File: src/rtl/imem_loader_if.sv
// Program-load word stream between a boot source (master) and the instruction
// memory loader (slave): one 32-bit word per valid/ready handshake.
interface imem_loader_if;
  logic        load_valid;
  logic        load_ready;
  logic [31:0] load_data;
  logic        load_last;

  modport master (output load_valid, output load_data, output load_last, input  load_ready);
  modport slave  (input  load_valid, input  load_data, input  load_last, output load_ready);
endinterface

File: src/rtl/imem_loader.sv
// Instruction memory with a streaming program loader and CPU reset sequencer.
// Holds the CPU in reset while loading, releases it after a delay, then serves fetches.
module imem_loader #(
  parameter int unsigned DEPTH         = 16,
  parameter logic [31:0] BASE_ADDR     = 32'h0000_0000,
  parameter logic [31:0] NOP_INSN      = 32'h0000_0013,
  parameter int unsigned RELEASE_DELAY = 2
) (
  input  logic                     clk,
  input  logic                     rst_n,
  imem_loader_if.slave             load,
  input  logic                     reload,
  input  logic [31:0]              pc,
  output logic [31:0]              instruction,
  output logic                     cpu_rst_n,
  output logic [$clog2(DEPTH):0]   loaded_words,
  output logic                     busy
);

  localparam int AW = $clog2(DEPTH);
  localparam int CW = $clog2(RELEASE_DELAY + 2);

  typedef enum logic [1:0] {LOAD, HOLD, RUN} state_t;

  state_t        state, state_next;
  logic [CW-1:0] cnt, cnt_next;
  logic [AW:0]   words_next;
  logic          accept;
  logic [31:0]   mem [DEPTH];

  logic [31:0]   off;
  logic [29:0]   idx;
  logic          unused_off_lsbs;

  always_comb begin
    // NOTE: every output of this block gets a default first, so no path leaves
    // a signal unassigned and no latch is inferred.
    state_next      = state;
    cnt_next        = cnt;
    words_next      = loaded_words;
    accept          = 1'b0;
    load.load_ready = 1'b0;
    busy            = 1'b1;

    case (state)
      LOAD: begin
        load.load_ready = 1'b1;
        accept          = load.load_valid;
        if (accept) begin
          words_next = loaded_words + 1'b1;
          // The word that fills the last slot ends the load even without load_last.
          if (load.load_last || loaded_words == (AW+1)'(DEPTH - 1)) begin
            state_next = HOLD;
            cnt_next   = CW'(RELEASE_DELAY);
          end
        end
      end
      HOLD: begin
        if (cnt == '0) state_next = RUN;
        else           cnt_next   = cnt - 1'b1;
      end
      RUN: begin
        busy = 1'b0;
        if (reload) begin
          state_next = LOAD;
          words_next = '0;
        end
      end
      default: state_next = LOAD;
    endcase
  end

  // NOTE: state registers use non-blocking assignments so every flop samples
  // the pre-edge values regardless of statement order.
  always_ff @(posedge clk or negedge rst_n) begin
    if (!rst_n) begin
      state        <= LOAD;
      cnt          <= '0;
      loaded_words <= '0;
      cpu_rst_n    <= 1'b0;
    end else begin
      state        <= state_next;
      cnt          <= cnt_next;
      loaded_words <= words_next;
      // Registered so cpu_rst_n is high exactly while the state register is RUN.
      cpu_rst_n    <= (state_next == RUN);
    end
  end

  // NOTE: the storage array has no reset; loaded_words alone decides which
  // entries are visible, so stale contents never reach the CPU.
  always_ff @(posedge clk) begin
    if (accept) mem[loaded_words[AW-1:0]] <= load.load_data;
  end

  // Addresses below BASE_ADDR wrap to a huge index and fall through to NOP.
  assign off             = pc - BASE_ADDR;
  assign idx             = off[31:2];
  assign unused_off_lsbs = ^off[1:0];

  always_comb begin
    instruction = NOP_INSN;
    if (idx < 30'(loaded_words)) instruction = mem[idx[AW-1:0]];
  end

endmodule
File: src/flat_wrapper.sv
// flat-port wrapper written by rule: the top's interface ports become plain ports
module imem_loader_flat 
#(
  parameter int unsigned DEPTH         = 16,
  parameter logic [31:0] BASE_ADDR     = 32'h0000_0000,
  parameter logic [31:0] NOP_INSN      = 32'h0000_0013,
  parameter int unsigned RELEASE_DELAY = 2
)
  (clk, rst_n, reload, pc, instruction, cpu_rst_n, loaded_words, busy, load_load_valid, load_load_data, load_load_last, load_load_ready);
  imem_loader_if load_i ();
  input  logic clk;
  input  logic rst_n;
  input  logic reload;
  input  logic [31:0] pc;
  output logic [31:0] instruction;
  output logic cpu_rst_n;
  output logic [$clog2(DEPTH):0] loaded_words;
  output logic busy;
  input wire logic [$bits(load_i.load_valid)-1:0] load_load_valid;
  input wire logic [$bits(load_i.load_data)-1:0] load_load_data;
  input wire logic [$bits(load_i.load_last)-1:0] load_load_last;
  output wire logic [$bits(load_i.load_ready)-1:0] load_load_ready;
  assign load_i.load_valid = load_load_valid;
  assign load_i.load_data = load_load_data;
  assign load_i.load_last = load_load_last;
  assign load_load_ready = load_i.load_ready;
  imem_loader #(.DEPTH(DEPTH), .BASE_ADDR(BASE_ADDR), .NOP_INSN(NOP_INSN), .RELEASE_DELAY(RELEASE_DELAY)) u_core (.clk(clk), .rst_n(rst_n), .load(load_i), .reload(reload), .pc(pc), .instruction(instruction), .cpu_rst_n(cpu_rst_n), .loaded_words(loaded_words), .busy(busy));
endmodule
File: config.mk
export PLATFORM = sky130hd
export DESIGN_NAME = imem_loader_flat
export DESIGN_NICKNAME = d
export VERILOG_FILES = /design/src/rtl/imem_loader_if.sv /design/src/rtl/imem_loader.sv /design/src/flat_wrapper.sv
export SDC_FILE = /design/constraint.sdc
export NUM_CORES = 1
export LEC_CHECK = 0
export CORE_MARGIN = 2
export CORE_UTILIZATION = 64
export DETAILED_ROUTE_END_ITERATION = 8
export PLACE_DENSITY = 0.95
export SYNTH_ARGS = -nofsm -noshare
export SYNTH_HDL_FRONTEND = slang
export SYNTH_SLANG_ARGS = --single-unit
export TNS_END_PERCENT = 30
File: constraint.sdc
create_clock -name clk -period 10.75 [get_ports clk]
set_input_delay 3.225 -clock clk [delete_from_list [all_inputs] [get_ports clk]]
set_output_delay 3.225 -clock clk [all_outputs]
set_load 0.02 [all_outputs]
==> impl_results.md <==
* Synth Area in Compound Gates at 0.0488
* Num Clock Sinks at 522
* Clock root buffer: clkbuf_16
* Post-synthesis adder-cell area fraction at 0.00615
* CP Launch Type: input pin
* Max cap viols at 0
* Leak at 7.52 nW
* Peak supply drop at 128 uV
* Setup Total Neg Slack at 0 ns
* Register bit count reported by yosys at 522
* Total Wirelength at 53000 microns
* Worst Path Buf+Inv at 3
* Crit. End Element: output port
* Starting Density at 0.648
* Total gr overflow at 0
* First-pass DRT Iterations at 5
* Hold slack at 0.520 ns
* Crit-path slowest cell: clkdlybuf4s50_1
* CTS tree: built
* Reg-to-reg setup timing slack at 7.48 ns
* Leading area contributor after synthesis: edfxtp_1
* CTS clock-pin slew for the worst setup and hold paths at 0.06 ns
* Fin cells at 1505
* Initial antenna violation count at 2
* Fin nets at 1143
* GPL Wtd Cong at 0.733
* EDFF count, synth at 512
* Minimum clock period at 9.71 ns
* Initial DRC count at 1761
* Crit-path cells: clkdlybuf4s50_1 -> nor2b_2 -> buf_12 -> a22o_1 -> o211ai_1 -> a21oi_1 -> clkdlybuf4s50_1
* Worst slack, placed at 1.19 ns
* Cts repair resizes at 0
* CP Max Fanout at 18
* Htree depth at 2
* FP Rows at 65
* CTS Buf Count at 49
* Largest net degree at the start of global routing at 97
* Share of layout cells above drive strength 1 at 0.232
* CP arrival at 6.49 ns
* Top Family by Delay on Critical Path: buffers and inverters
* Fin. Hold Viols at 0
* Core Region at 31400 sq um
* Cell Area, Synth at 20300 sq um
* CP Class: input pin to output port
* DRC at 0
* PortBufs at 106
* CP max stage delay at 0.87 ns
* Post-DP HPWL at 26300 microns
* Synth async-reset ratio at 0.0192
* Top post-synthesis cells by area: edfxtp_1 76%, mux4_2 14%, a22o_1 2.5%
* RSZ-0062 raised after global routing: no
* Setup Fix Bufs, Post-CTS at 0
* Post-Synth XOR/XNOR Area at 0.000862
* First-pass GRT wire length at 76100 microns
* Synth Area in Simple Gates at 0.0167
* Via Count at 11200
* Hold_buf cts at 0
* # IOs at 109
* Top cell type's share of synthesized area at 0.756
* Sequential share of the synthesized area at 0.769
* Final Setup Violations at 0
* Largest family of logic cells by synthesized area: multiplexers
* Layout area overhead at 16.1%
* Final Instance Area at 23600 sq um
* Mean Syn Cell Area at 21.9 sq um
* Mapped Cells at 930
* Die width at 182 microns
* Crit path top cell by count: clkdlybuf4s50_1
* DP Area at 22000 sq um
* Worst slew margin at 0.303
* Ant diodes at 0
* Pwr/cell area at 199 nW/um^2
* Yosys cell types at 36
* Worst Skew at 0.0145 ns
* Vias in the first global route at 11500
* Ys flop type: edfxtp_1
* Via density at 7.47
* Detail Route Antenna Nets at 0
* # fillers at 1510
* Placed cell count at 1415
* Clock Latency Late Sink at 0.56 ns
* Status: finished clean
* Clk buf depth at 3
* Max Clock Freq at 103 MHz
* Final Cycle Share at 0.904
* Die H at 182 microns
* Die ar. at 33200 sq um
* Post-synthesis mux area share at 0.143
* Syn nets at 1009
* Fin. max-slew vios at 0
* WL/cell at 35.2 microns
* HP Class: flip-flop to flip-flop
* Yosys Warn Count at 0
* WP data required at 7.53 ns
* Worst-Margin Slew at 1.05 ns
* Final setup margin at 1.04 ns
* GRT Overall Usage at 0.326
-- layout by cell type, fill, tap and decap left out, types with 2 or more instances in the layout --
cell,n
inv_1,8
nand2b_1,5
a211o_1,4
nand2_1,14
buf_12,3
clkinv_2,12
a21oi_1,29
o211ai_1,29
buf_4,31
a21o_1,2
nor2_1,10
clkdlybuf4s50_1,104
ha_1,10
o22ai_1,6
nor2b_1,3
mux4_2,128
edfxtp_1,512
nor2b_2,2
clkbuf_1,9
nor4_1,6
and3_1,2
nor2_4,12
clkinv_1,10
dfrtp_1,10
a22o_1,59
clkbuf_16,51
bufinv_16,6
nor3_2,4
xnor2_1,2
and2_1,2
o21ai_0,4
-- cell usage after synthesis (all sizes together) (2+ instances only) --
| library cell | count |
|---|---|
| a211o | 4 |
| a21o | 2 |
| a21oi | 29 |
| a22o | 59 |
| and2 | 2 |
| and3 | 2 |
| buf | 28 |
| clkbuf | 28 |
| dfrtp | 10 |
| edfxtp | 512 |
| ha | 10 |
| inv | 8 |
| mux4 | 128 |
| nand2 | 14 |
| nand2b | 5 |
| nor2 | 23 |
| nor2b | 5 |
| nor3 | 4 |
| nor3b | 2 |
| nor4 | 6 |
| o211ai | 29 |
| o21ai | 5 |
| o22ai | 6 |
| xnor2 | 2 |
-- final timing paths --
check	start	endpoint	depth (start not counted)
worst max-delay path	pc[5]	instruction[10]	7
worst min-delay path	u_core.cnt[0]	u_core.cnt[0]	1
worst max register to register	u_core.state[0]	u_core.mem[11][7]	4
worst min register to register	u_core.cnt[0]	u_core.cnt[0]	1
max in group asynchronous	rst_n	u_core.cpu_rst_n	1
min in group asynchronous	rst_n	u_core.state[1]	1
-- flip-flops by register name (all words and copies together) (netlist names) --
signal and flops:
u_core.mem 512, u_core.cnt 2, u_core.state 2, u_core.loaded_words 5, u_core.cpu_rst_n 1
-- power breakdown --
| part | switching, mW | leakage [nW] | total (mW) | internal (mW) |
|---|---|---|---|---|
| combinational | 0.332 | 2.00 | 0.518 | 0.186 |
| clock | 0.740 | 0.791 | 1.75 | 1.01 |
| sequential | 0.0641 | 4.74 | 2.43 | 2.37 |
-- area by class of cell --
class                           count  area (sq um)  area share
Clock buffer                       60          1310      0.0555
Clock inverter                     30           294      0.0125
Inverter                            8          30.0     0.00127
Multi-Input combinational cell    344          4500       0.191
Sequential cell                   522         15600       0.662
Tap cell                          402           503      0.0213
Timing Repair Buffer              139          1350      0.0571
-- routing by layer --
layer | track usage | up-vias | wire [microns]
li1 | - | 4225 | -
met1 | 0.418 | 5642 | 17300
met2 | 0.543 | 1138 | 26500
met3 | 0.0637 | 233 | 6220
met4 | 0.165 | 4 | 2980
met5 | 0 | - | 27
-- per-stage QoR --
stage	total power, mW	util
final	4.70	0.752
after detailed placement	2.95	0.701
after floorplan	2.72	-
after global placement	2.91	0.701
after global routing	4.79	0.752
after CTS	4.69	0.752
-- logic make-up (layout without fill, tap and decap cells) --
family | after synthesis | in the layout
xor gates and xnor gates | 2 | 2
buffers and inverters | 64 | 237
adders and majority gates | 10 | 10
and+or+nand+nor | 68 | 68
muxes | 130 | 130
DFF | 522 | 522
AOI/OAI and AO/OA | 134 | 134
Note: power is estimated with default switching activity, not from simulation.
